<file path="src/rtl/icache_refill_assembler_if.sv">
// AXI read address/data channel bundle between the refill assembler
// (master) and the memory side (slave).
interface icache_refill_assembler_if #(
    parameter int unsigned BeatWidth = 64,
    parameter int unsigned PlenWidth = 56,
    parameter int unsigned IdWidth   = 4
);
    logic                 ar_valid_o;
    logic                 ar_ready_i;
    logic [PlenWidth-1:0] ar_addr_o;
    logic [7:0]           ar_len_o;
    logic [2:0]           ar_size_o;
    logic [1:0]           ar_burst_o;
    logic [IdWidth-1:0]   ar_id_o;
    logic                 r_valid_i;
    logic                 r_ready_o;
    logic [BeatWidth-1:0] r_data_i;
    logic                 r_last_i;
    logic [1:0]           r_resp_i;

    modport master (
        output ar_valid_o, ar_addr_o, ar_len_o, ar_size_o, ar_burst_o,
        output ar_id_o, r_ready_o,
        input  ar_ready_i, r_valid_i, r_data_i, r_last_i, r_resp_i
    );

    modport slave (
        input  ar_valid_o, ar_addr_o, ar_len_o, ar_size_o, ar_burst_o,
        input  ar_id_o, r_ready_o,
        output ar_ready_i, r_valid_i, r_data_i, r_last_i, r_resp_i
    );
endinterface

</file>
<file path="src/rtl/icache_refill_assembler.sv">
// Icache refill: one AR burst per miss, R beats assembled into a line.
// Define ICACHE_REFILL_CWF_EN for critical-word-first WRAP bursts.
module icache_refill_assembler #(
    parameter int unsigned LineWidth = 128,
    parameter int unsigned BeatWidth = 64,
    parameter int unsigned PlenWidth = 56,
    parameter int unsigned IdWidth   = 4,
    parameter int unsigned TidWidth  = 2,
    parameter int unsigned AxiId     = 0
) (
    input  logic                 clk_i,
    input  logic                 rst_i,
    input  logic                 flush_i,
    input  logic                 req_valid_i,
    output logic                 req_ready_o,
    input  logic [PlenWidth-1:0] req_paddr_i,
    input  logic                 req_nc_i,
    input  logic [TidWidth-1:0]  req_tid_i,
    icache_refill_assembler_if.master axi,
    output logic                 rtrn_valid_o,
    output logic [LineWidth-1:0] rtrn_data_o,
    output logic [TidWidth-1:0]  rtrn_tid_o,
    output logic                 rtrn_err_o,
    output logic                 busy_o
);
    localparam int unsigned NumBeats = LineWidth / BeatWidth;
    localparam int unsigned CntW     = (NumBeats > 1) ? $clog2(NumBeats) : 1;
    localparam int unsigned LineOff  = $clog2(LineWidth / 8);
    localparam int unsigned BeatOff  = $clog2(BeatWidth / 8);
    localparam logic [1:0]  BurstIncr = 2'b01;
    localparam logic [1:0]  BurstWrap = 2'b10;
    localparam logic [CntW-1:0] CntMax = CntW'(NumBeats - 1);

    typedef enum logic [1:0] {IDLE, AR, DATA, DRAIN} state_e;

    state_e                state_q, state_d;
    logic [PlenWidth-1:0]  paddr_q, paddr_d;
    logic                  nc_q, nc_d;
    logic [TidWidth-1:0]   tid_q, tid_d;
    logic                  flush_q, flush_d;
    logic [LineWidth-1:0]  line_q, line_d;
    logic [CntW-1:0]       cnt_q, cnt_d;
    logic                  err_q, err_d;
    logic                  rtrn_q, rtrn_d;

    logic                  ar_active;
    logic [CntW-1:0]       cnt_start;
    logic [CntW-1:0]       cnt_next;
    logic [CntW-1:0]       slot;
    logic [PlenWidth-1:0]  line_addr;
    logic [PlenWidth-1:0]  beat_addr;
    logic                  unused_resp;

    assign unused_resp = axi.r_resp_i[0];
    assign line_addr   = {paddr_q[PlenWidth-1:LineOff], {LineOff{1'b0}}};
    assign beat_addr   = {paddr_q[PlenWidth-1:BeatOff], {BeatOff{1'b0}}};
    assign slot        = nc_q ? '0 : cnt_q;

`ifdef ICACHE_REFILL_CWF_EN
    // Start at the missed word and let the counter wrap with the burst.
    assign cnt_start = req_nc_i ? '0 : CntW'(req_paddr_i >> BeatOff);
    assign cnt_next  = (cnt_q == CntMax) ? '0 : cnt_q + 1'b1;
`else
    assign cnt_start = '0;
    assign cnt_next  = (cnt_q == CntMax) ? cnt_q : cnt_q + 1'b1;
`endif

    always_comb begin
        state_d     = state_q;
        paddr_d     = paddr_q;
        nc_d        = nc_q;
        tid_d       = tid_q;
        flush_d     = flush_q;
        line_d      = line_q;
        cnt_d       = cnt_q;
        err_d       = err_q;
        rtrn_d      = 1'b0;
        req_ready_o = 1'b0;
        ar_active   = 1'b0;
        axi.r_ready_o = 1'b0;
        unique case (state_q)
            IDLE: begin
                req_ready_o = 1'b1;
                if (req_valid_i) begin
                    paddr_d = req_paddr_i;
                    nc_d    = req_nc_i;
                    tid_d   = req_tid_i;
                    flush_d = 1'b0;
                    line_d  = '0;
                    err_d   = 1'b0;
                    cnt_d   = cnt_start;
                    state_d = AR;
                end
            end
            AR: begin
                ar_active = 1'b1;
                flush_d   = flush_q | flush_i;
                if (axi.ar_ready_i) begin
                    state_d = (flush_q | flush_i) ? DRAIN : DATA;
                end
            end
            DATA: begin
                axi.r_ready_o = 1'b1;
                if (flush_i) begin
                    // A last beat taken with the flush already ends the burst.
                    state_d = (axi.r_valid_i && axi.r_last_i) ? IDLE : DRAIN;
                end else if (axi.r_valid_i) begin
                    line_d[slot*BeatWidth +: BeatWidth] = axi.r_data_i;
                    err_d = err_q | axi.r_resp_i[1];
                    cnt_d = cnt_next;
                    if (axi.r_last_i) begin
                        rtrn_d  = 1'b1;
                        state_d = IDLE;
                    end
                end
            end
            DRAIN: begin
                axi.r_ready_o = 1'b1;
                if (axi.r_valid_i && axi.r_last_i) begin
                    state_d = IDLE;
                end
            end
            default: state_d = IDLE;
        endcase
    end

    always_ff @(posedge clk_i) begin
        if (rst_i) begin
            state_q <= IDLE;
            paddr_q <= '0;
            nc_q    <= 1'b0;
            tid_q   <= '0;
            flush_q <= 1'b0;
            line_q  <= '0;
            cnt_q   <= '0;
            err_q   <= 1'b0;
            rtrn_q  <= 1'b0;
        end else begin
            state_q <= state_d;
            paddr_q <= paddr_d;
            nc_q    <= nc_d;
            tid_q   <= tid_d;
            flush_q <= flush_d;
            line_q  <= line_d;
            cnt_q   <= cnt_d;
            err_q   <= err_d;
            rtrn_q  <= rtrn_d;
        end
    end

    assign axi.ar_valid_o = ar_active;
    assign axi.ar_size_o  = ar_active ? 3'(BeatOff) : 3'd0;
    assign axi.ar_id_o    = ar_active ? IdWidth'(AxiId) : '0;
    assign axi.ar_len_o   = (ar_active && !nc_q) ? 8'(NumBeats - 1) : 8'd0;

`ifdef ICACHE_REFILL_CWF_EN
    assign axi.ar_addr_o  = !ar_active ? '0 : (nc_q ? beat_addr : beat_addr);
    assign axi.ar_burst_o = !ar_active ? 2'b00 : (nc_q ? BurstIncr : BurstWrap);
`else
    assign axi.ar_addr_o  = !ar_active ? '0 : (nc_q ? beat_addr : line_addr);
    assign axi.ar_burst_o = ar_active ? BurstIncr : 2'b00;
`endif

    assign rtrn_valid_o = rtrn_q;
    assign rtrn_data_o  = rtrn_q ? line_q : '0;
    assign rtrn_tid_o   = rtrn_q ? tid_q : '0;
    assign rtrn_err_o   = rtrn_q & err_q;
    assign busy_o       = (state_q != IDLE);
endmodule

</file>
<file path="src/flat_wrapper.sv">
// flat-port wrapper written by rule: the top's interface ports become plain ports
module icache_refill_assembler_flat 
#(
    parameter int unsigned LineWidth = 128,
    parameter int unsigned BeatWidth = 64,
    parameter int unsigned PlenWidth = 56,
    parameter int unsigned IdWidth   = 4,
    parameter int unsigned TidWidth  = 2,
    parameter int unsigned AxiId     = 0
)
  (clk_i, rst_i, flush_i, req_valid_i, req_ready_o, req_paddr_i, req_nc_i, req_tid_i, rtrn_valid_o, rtrn_data_o, rtrn_tid_o, rtrn_err_o, busy_o, axi_ar_valid_o, axi_ar_addr_o, axi_ar_len_o, axi_ar_size_o, axi_ar_burst_o, axi_ar_id_o, axi_r_ready_o, axi_ar_ready_i, axi_r_valid_i, axi_r_data_i, axi_r_last_i, axi_r_resp_i);
  icache_refill_assembler_if #(.BeatWidth(BeatWidth), .PlenWidth(PlenWidth), .IdWidth(IdWidth)) axi_i ();
  input  logic clk_i;
  input  logic rst_i;
  input  logic flush_i;
  input  logic req_valid_i;
  output logic req_ready_o;
  input  logic [PlenWidth-1:0] req_paddr_i;
  input  logic req_nc_i;
  input  logic [TidWidth-1:0] req_tid_i;
  output logic rtrn_valid_o;
  output logic [LineWidth-1:0] rtrn_data_o;
  output logic [TidWidth-1:0] rtrn_tid_o;
  output logic rtrn_err_o;
  output logic busy_o;
  output wire logic [$bits(axi_i.ar_valid_o)-1:0] axi_ar_valid_o;
  output wire logic [$bits(axi_i.ar_addr_o)-1:0] axi_ar_addr_o;
  output wire logic [$bits(axi_i.ar_len_o)-1:0] axi_ar_len_o;
  output wire logic [$bits(axi_i.ar_size_o)-1:0] axi_ar_size_o;
  output wire logic [$bits(axi_i.ar_burst_o)-1:0] axi_ar_burst_o;
  output wire logic [$bits(axi_i.ar_id_o)-1:0] axi_ar_id_o;
  output wire logic [$bits(axi_i.r_ready_o)-1:0] axi_r_ready_o;
  input wire logic [$bits(axi_i.ar_ready_i)-1:0] axi_ar_ready_i;
  input wire logic [$bits(axi_i.r_valid_i)-1:0] axi_r_valid_i;
  input wire logic [$bits(axi_i.r_data_i)-1:0] axi_r_data_i;
  input wire logic [$bits(axi_i.r_last_i)-1:0] axi_r_last_i;
  input wire logic [$bits(axi_i.r_resp_i)-1:0] axi_r_resp_i;
  assign axi_ar_valid_o = axi_i.ar_valid_o;
  assign axi_ar_addr_o = axi_i.ar_addr_o;
  assign axi_ar_len_o = axi_i.ar_len_o;
  assign axi_ar_size_o = axi_i.ar_size_o;
  assign axi_ar_burst_o = axi_i.ar_burst_o;
  assign axi_ar_id_o = axi_i.ar_id_o;
  assign axi_r_ready_o = axi_i.r_ready_o;
  assign axi_i.ar_ready_i = axi_ar_ready_i;
  assign axi_i.r_valid_i = axi_r_valid_i;
  assign axi_i.r_data_i = axi_r_data_i;
  assign axi_i.r_last_i = axi_r_last_i;
  assign axi_i.r_resp_i = axi_r_resp_i;
  icache_refill_assembler #(.LineWidth(LineWidth), .BeatWidth(BeatWidth), .PlenWidth(PlenWidth), .IdWidth(IdWidth), .TidWidth(TidWidth), .AxiId(AxiId)) u_core (.clk_i(clk_i), .rst_i(rst_i), .flush_i(flush_i), .req_valid_i(req_valid_i), .req_ready_o(req_ready_o), .req_paddr_i(req_paddr_i), .req_nc_i(req_nc_i), .req_tid_i(req_tid_i), .axi(axi_i), .rtrn_valid_o(rtrn_valid_o), .rtrn_data_o(rtrn_data_o), .rtrn_tid_o(rtrn_tid_o), .rtrn_err_o(rtrn_err_o), .busy_o(busy_o));
endmodule
</file>
<file path="config.mk">
export PLATFORM = sky130hd
export DESIGN_NAME = icache_refill_assembler_flat
export DESIGN_NICKNAME = d
export VERILOG_FILES = /design/src/rtl/icache_refill_assembler_if.sv /design/src/rtl/icache_refill_assembler.sv /design/src/flat_wrapper.sv
export SDC_FILE = /design/constraint.sdc
export NUM_CORES = 1
export LEC_CHECK = 0
export CAP_MARGIN = 20
export CORE_UTILIZATION = 41
export CTS_CLUSTER_SIZE = 25
export DETAILED_ROUTE_END_ITERATION = 10
export PLACE_DENSITY = 0.73
export SLEW_MARGIN = 20
export SYNTH_ARGS = -nofsm -noshare
export SYNTH_HDL_FRONTEND = slang
export SYNTH_SLANG_ARGS = --single-unit
</file>
<file path="constraint.sdc">
create_clock -name clk_i -period 1.5 [get_ports clk_i]
set_input_delay 0.3 -clock clk_i [delete_from_list [all_inputs] [get_ports clk_i]]
set_output_delay 0.3 -clock clk_i [all_outputs]
set_load 0.05 [all_outputs]
</file>
-- After elaboration in Yosys (flattened, before gate mapping)
Cells that the tools add are included.
- div/mod/pow operators: 0
- $add $sub $neg: 2
- shift operators: 2
- equality and inequality tests: 10
- order comparisons: 0
- multiply operators: 0
- reductions and logical operators: 13
- multiplexer cells: 35
- bitwise logic cells: 5
- operators by type and width (kind ; count):
    two-way mux 128 bit ; 4
    one-hot mux 128 bit (2 select lines) ; 1
    bitwise mux 128 bit ; 1
    variable shift 64 x 34 -> 128 bit (first input constant) ; 1
    variable part select 64 x 34 -> 128 bit ; 1
    two-way mux 56 bit ; 1
    negation 7 -> 34 bit ; 1
    two-way mux 2 bit ; 9
    two-way mux 1 bit ; 14
    inequality test 2 bit (second input constant) ; 4
    one-hot mux 2 bit (4 select lines) ; 1
    inequality test 3 bit (second input constant) ; 2
    one-hot mux 1 bit (2 select lines) ; 3
    nonzero test 2 bit ; 3
    AND reduction 5 bit ; 1
    == test 2 bit (second input constant) ; 2
    two-way mux 4 bit ; 1
    AND reduction 2 bit ; 2
    AND reduction 4 bit ; 1
    OR reduction 4 bit ; 1
    == test 2 x 1 -> 1 bit (second input constant) ; 1
    logical AND 1 bit ; 2
    logical NOT 2 bit ; 1
    inequality test 2 x 1 -> 1 bit (second input constant) ; 1
    other kinds (6) ; 8
- ROM bits: 0
- output and inout bits: 209
- memory bits (writable): 0
- bits in latches: 0
- memories kept: 0
- bits of input ports: 132
- flip-flop bits (word level): 193

-- Logic depth before layout (Yosys ltp)
- depth after elaboration: 7
- gate-level depth with buffers: 6

-- Worst setup path before layout
OpenSTA, ideal clock, no wires.
- kind: reg-to-output
- start point: register u_core.state_q[0]
- end point: output axi_ar_addr_o[46]
- path slack: -0.545 ns
- cell stages (with the launch flop): 4
- arrival time: 1.745 ns
- cell sequence: dfxtp_1 -> nor2b_1 -> clkbuf_1 -> and2_1
- cells in the longest elaborated chain, start to end: 3
- ends and longest elaborated chain (what ; line ; text):
    from (decl) ; icache_refill_assembler.sv:36 ; state_e state_q, state_d;
    from (signal assigned) ; icache_refill_assembler.sv:139 ; state_q <= state_d;
    == test 2 x 1 -> 1 bit ; icache_refill_assembler.sv:81 ; unique case (state_q)
    two-way mux 1 bit ; icache_refill_assembler.sv:81 ;
    via axi_ar_valid_o ; flat_wrapper.sv:26 ; output wire logic [$bits(axi_i.ar_valid_o)-1:0] axi_ar_valid_o;
    two-way mux 56 bit ; icache_refill_assembler.sv:160 ; assign axi.ar_addr_o = !ar_active ? '0 : (nc_q ? beat_addr : line_addr);
    to (decl) ; flat_wrapper.sv:27 ; output wire logic [$bits(axi_i.ar_addr_o)-1:0] axi_ar_addr_o;
The timed path passes the listed nets, and every way through them passes these cells.

-- Worst setup path in the final report
- start point: input req_valid_i
- end point: register u_core.line_q[48]
- cells in the longest elaborated chain, start to end: 2
- ends and longest elaborated chain (what ; line ; text):
    from (decl) ; flat_wrapper.sv:16 ; input logic req_valid_i;
    inequality test 2 bit (no source line) ; n/a ;
    AND reduction 4 bit (no source line) ; n/a ;
    to (signal assigned) ; icache_refill_assembler.sv:144 ; line_q <= line_d;
    to (decl) ; icache_refill_assembler.sv:41 ; logic [LineWidth-1:0] line_q, line_d;
No other way between the ends.
A chain may end at the register's enable or synchronous reset.

==> impl_metrics.ini <==
[setup_path]
path_max_fanout = 8
crit-reg2reg-launch = u_core.state_q[1]
crit_path_end_kind = flip-flop
critPathTopFamily = buffers and inverters
cp_cell_sequence = clkdlybuf4s50_1 > or3b_2 > a21oi_4 > buf_12 > buf_12 > buf_16 > mux2i_2
arrival_ns = 2.30
cp.required_ns = 1.85
cp-start-kind = input port
cpPeakStageDelay_ns = 0.57
cp_common_cell = buf_12
worst-path-buf-inv = 4
startpoint = req_valid_i
critPathSlowestCell = or3b_2
path_class = in -> reg

[placed_design]
pre_cts_slack_ns = -0.6971
hpwl_um = 20450
port_buffers = 320
gp_congestion = 0.8251

[finish]
area_growth_pct = 90.91
final_util = 0.8055
finalNetCount = 1631
fillers = 1282
multi_input_area_mm2 = 0.006196
ff_latch_area_mm2 = 0.003810
drive_gt1_frac = 0.4312

[logic_synthesis]
yosysSeqAreaShare = 0.3946
avgSynthCellArea_um2 = 8.463
ys_warn_count = 0
yosysUniqueCellTypes = 34
ys_seq_elements = 190
syn_area_mm2 = 0.009639
synth_cells = 1139

[power]
peakVddDrop_uv = 796.8
power.total_uw = 14010
power.density_mw_per_mm2 = 761.3
leakage_uw = 0.007221

[route]
drt_iter0_drc = 578
first_pass_iters = 5
highest_layer = met4
vias_per_cell = 5.271
wirelength_um = 38650
avgRoutedWirePerCell_um = 21.15
vias = 9631
wl_met2_um = 19550
met3_wirelength_um = 3337
drc = 0
ant_nets = 0
wl_met1_um = 13910

[timing]
fmax_ghz = 0.5125
min_period_ns = 1.951
setup_violations = 380
layout_worst_path_cycle_share = 1.301
grt_setup_unrepaired = yes
fin_tns_setup_ns = -113.14
hold_viol_final = 0
clock_skew_ns = 0.01839
slew_viol_final = 0
setup_slack_ns = -0.4513

[clocking]
htree_num_levels = 4
cts_root_buf = clkbuf_16
cts_buffers = 17
insertion_delay_ns = 0.44
numClockSinks = 190
cts.clk_slew.worst_paths_ns = 0.08
cts_tree = built
cts.path.max_buffers = 2
hold_buffers = 0

[global_route]
overflow = 0
grt_pass1_vias = 9882
grt_max_degree = 65
grt_antenna_before_repair = 2
grt_use_total = 0.3073
grt_pass1_wl_um = 56410

[worst_hold_path]
min_from = rst_i
min_path_type = in -> reg

[die]
core_region_area_mm2 = 0.02285
die-area_mm2 = 0.02413
die_width_um = 155.3
io_pins = 341
initial_utilization = 0.4219
fp.dieH_um = 155.3
rows = 55

[job]
drv_cap = 0

[run_status]
status = finished, violations left
violations = setup timing
-- power by group --
group / total (µW) / switching, µW / leakage [µW] / internal [µW]
clock network: 4510 / 2280 / 0.000279 / 2230
logic: 4200 / 1980 / 0.00540 / 2230
registers: 5300 / 99.5 / 0.00154 / 5200
-- path summary, 6_finish.rpt --
| kind | to | slack (ns) | cells past startpoint |
|---|---|---|---|
| max | u_core.line_q[48] | -0.45 | 7 |
| min reg2reg | u_core.paddr_q[54] | 0.46 | 2 |
| max reg2reg | u_core.line_q[48] | -0.39 | 6 |
| min | u_core.line_q[102] | 0.35 | 3 |
-- layout make-up --
cell class / instances / share of cell area
Antenna cell: 2 / 0.0002720
Clock buffer: 17 / 0.02312
Clock inverter: 15 / 0.008091
Inverter: 2 / 0.0006119
Multi-Input combinational cell: 845 / 0.3367
Sequential cell: 190 / 0.2070
Tap cell: 313 / 0.02128
Timing Repair Buffer: 443 / 0.4029
-- worst reg2reg max path, cell delays in order, from the launching register on --
cell and delay (ns):
dfxtp_2 0.33, or3b_2 0.57, a21oi_4 0.25, buf_12 0.17, buf_12 0.12, buf_16 0.13, mux2i_2 0.23
-- routing by layer --
metal / global-route usage / up-vias
li1: - / 4337
met1: 0.3296 / 4678
met2: 0.5405 / 501
met3: 0.09471 / 115
met4: 0.1629 / 0
met5: 0 / -
-- layout by cell type (no fill, tap or decap), types with 8 or more instances in the layout --
cell / n
a21oi_1: 8
a21oi_2: 50
and2_4: 183
buf_12: 235
buf_16: 26
buf_4: 17
buf_6: 16
buf_8: 18
clkbuf_16: 18
clkdlybuf4s50_1: 126
conb_1: 16
dfxtp_1: 187
mux2i_1: 127
nand2_1: 128
nand2_2: 11
nand2_4: 39
nand2b_1: 128
nand3_1: 65
nor2b_1: 65
-- registers in the layout, summed over array words and instances (netlist names) --
name,cells
u_core.err_q,1
u_core.state_q,2
u_core.nc_q,1
u_core.line_q,128
u_core.cnt_q,1
u_core.rtrn_valid_o,1
u_core.paddr_q,53
u_core.flush_q,1
u_core.tid_q,2
-- what timing repair did --
action / CTS / global route
pin swaps: 151 / 92
buffers inserted: 44 / 7
setup endpoints to repair: 377 / 381
hold endpoints to repair: 0 / 0
resized for setup: 284 / 138
gates cloned: 37 / 1
-- logic make-up (layout without fill, tap and decap cells) --
family / count (synthesis) / count (layout) / synth area share
compound gates: 65 / 65 / 0.03751
simple gates: 635 / 635 / 0.3586
flops: 190 / 190 / 0.3946
other cells: 1 / 18 / 0.0003890
mux: 129 / 129 / 0.1341
buf+inv: 119 / 477 / 0.07477
-- synth_stat cells --
master / number / area [µm²]
nor2_1: 2 / 7.510
nand2b_1: 129 / 807.0
nand3_1: 65 / 325.3
clkbuf_1: 67 / 251.5
mux2_2: 1 / 11.26
nand4b_1: 1 / 8.760
a22oi_1: 1 / 7.510
buf_4: 19 / 142.6
a221oi_1: 1 / 8.760
mux2i_1: 128 / 1281
buf_12: 6 / 120.1
nand2_1: 178 / 668.1
or3b_1: 1 / 8.760
a21oi_2: 1 / 8.760
a21oi_1: 58 / 290.3
buf_1: 2 / 7.510
nor3b_1: 2 / 15.01
a22oi_4: 1 / 21.27
nor2b_1: 67 / 419.2
buf_2: 15 / 75.07
dfxtp_1: 190 / 3804
o22ai_1: 1 / 6.260
buf_8: 7 / 105.1
nor3_1: 2 / 10.01
and3_1: 1 / 6.260
buf_6: 1 / 11.26
o41ai_1: 1 / 8.760
conb_1: 1 / 3.750
and4bb_2: 1 / 12.51
a21bo_2: 1 / 10.01
and2_1: 183 / 1145
nand4bb_1: 1 / 11.26
inv_1: 2 / 7.510
or2_2: 2 / 12.51
-- metrics by stage --
step / hold WS [ns] / cells / cell area [µm²]
2_1_floorplan: 0.4273 / 1154 / 9926
3_3_place_gp: 0.4334 / 1721 / 15450
3_5_place_dp: 0.4420 / 1721 / 15450
4_1_cts: 0.3406 / 1832 / 18140
5_1_grt: 0.3649 / 1827 / 18400
6_report: 0.3485 / 1827 / 18400
Power figures use the tool's default switching activity.
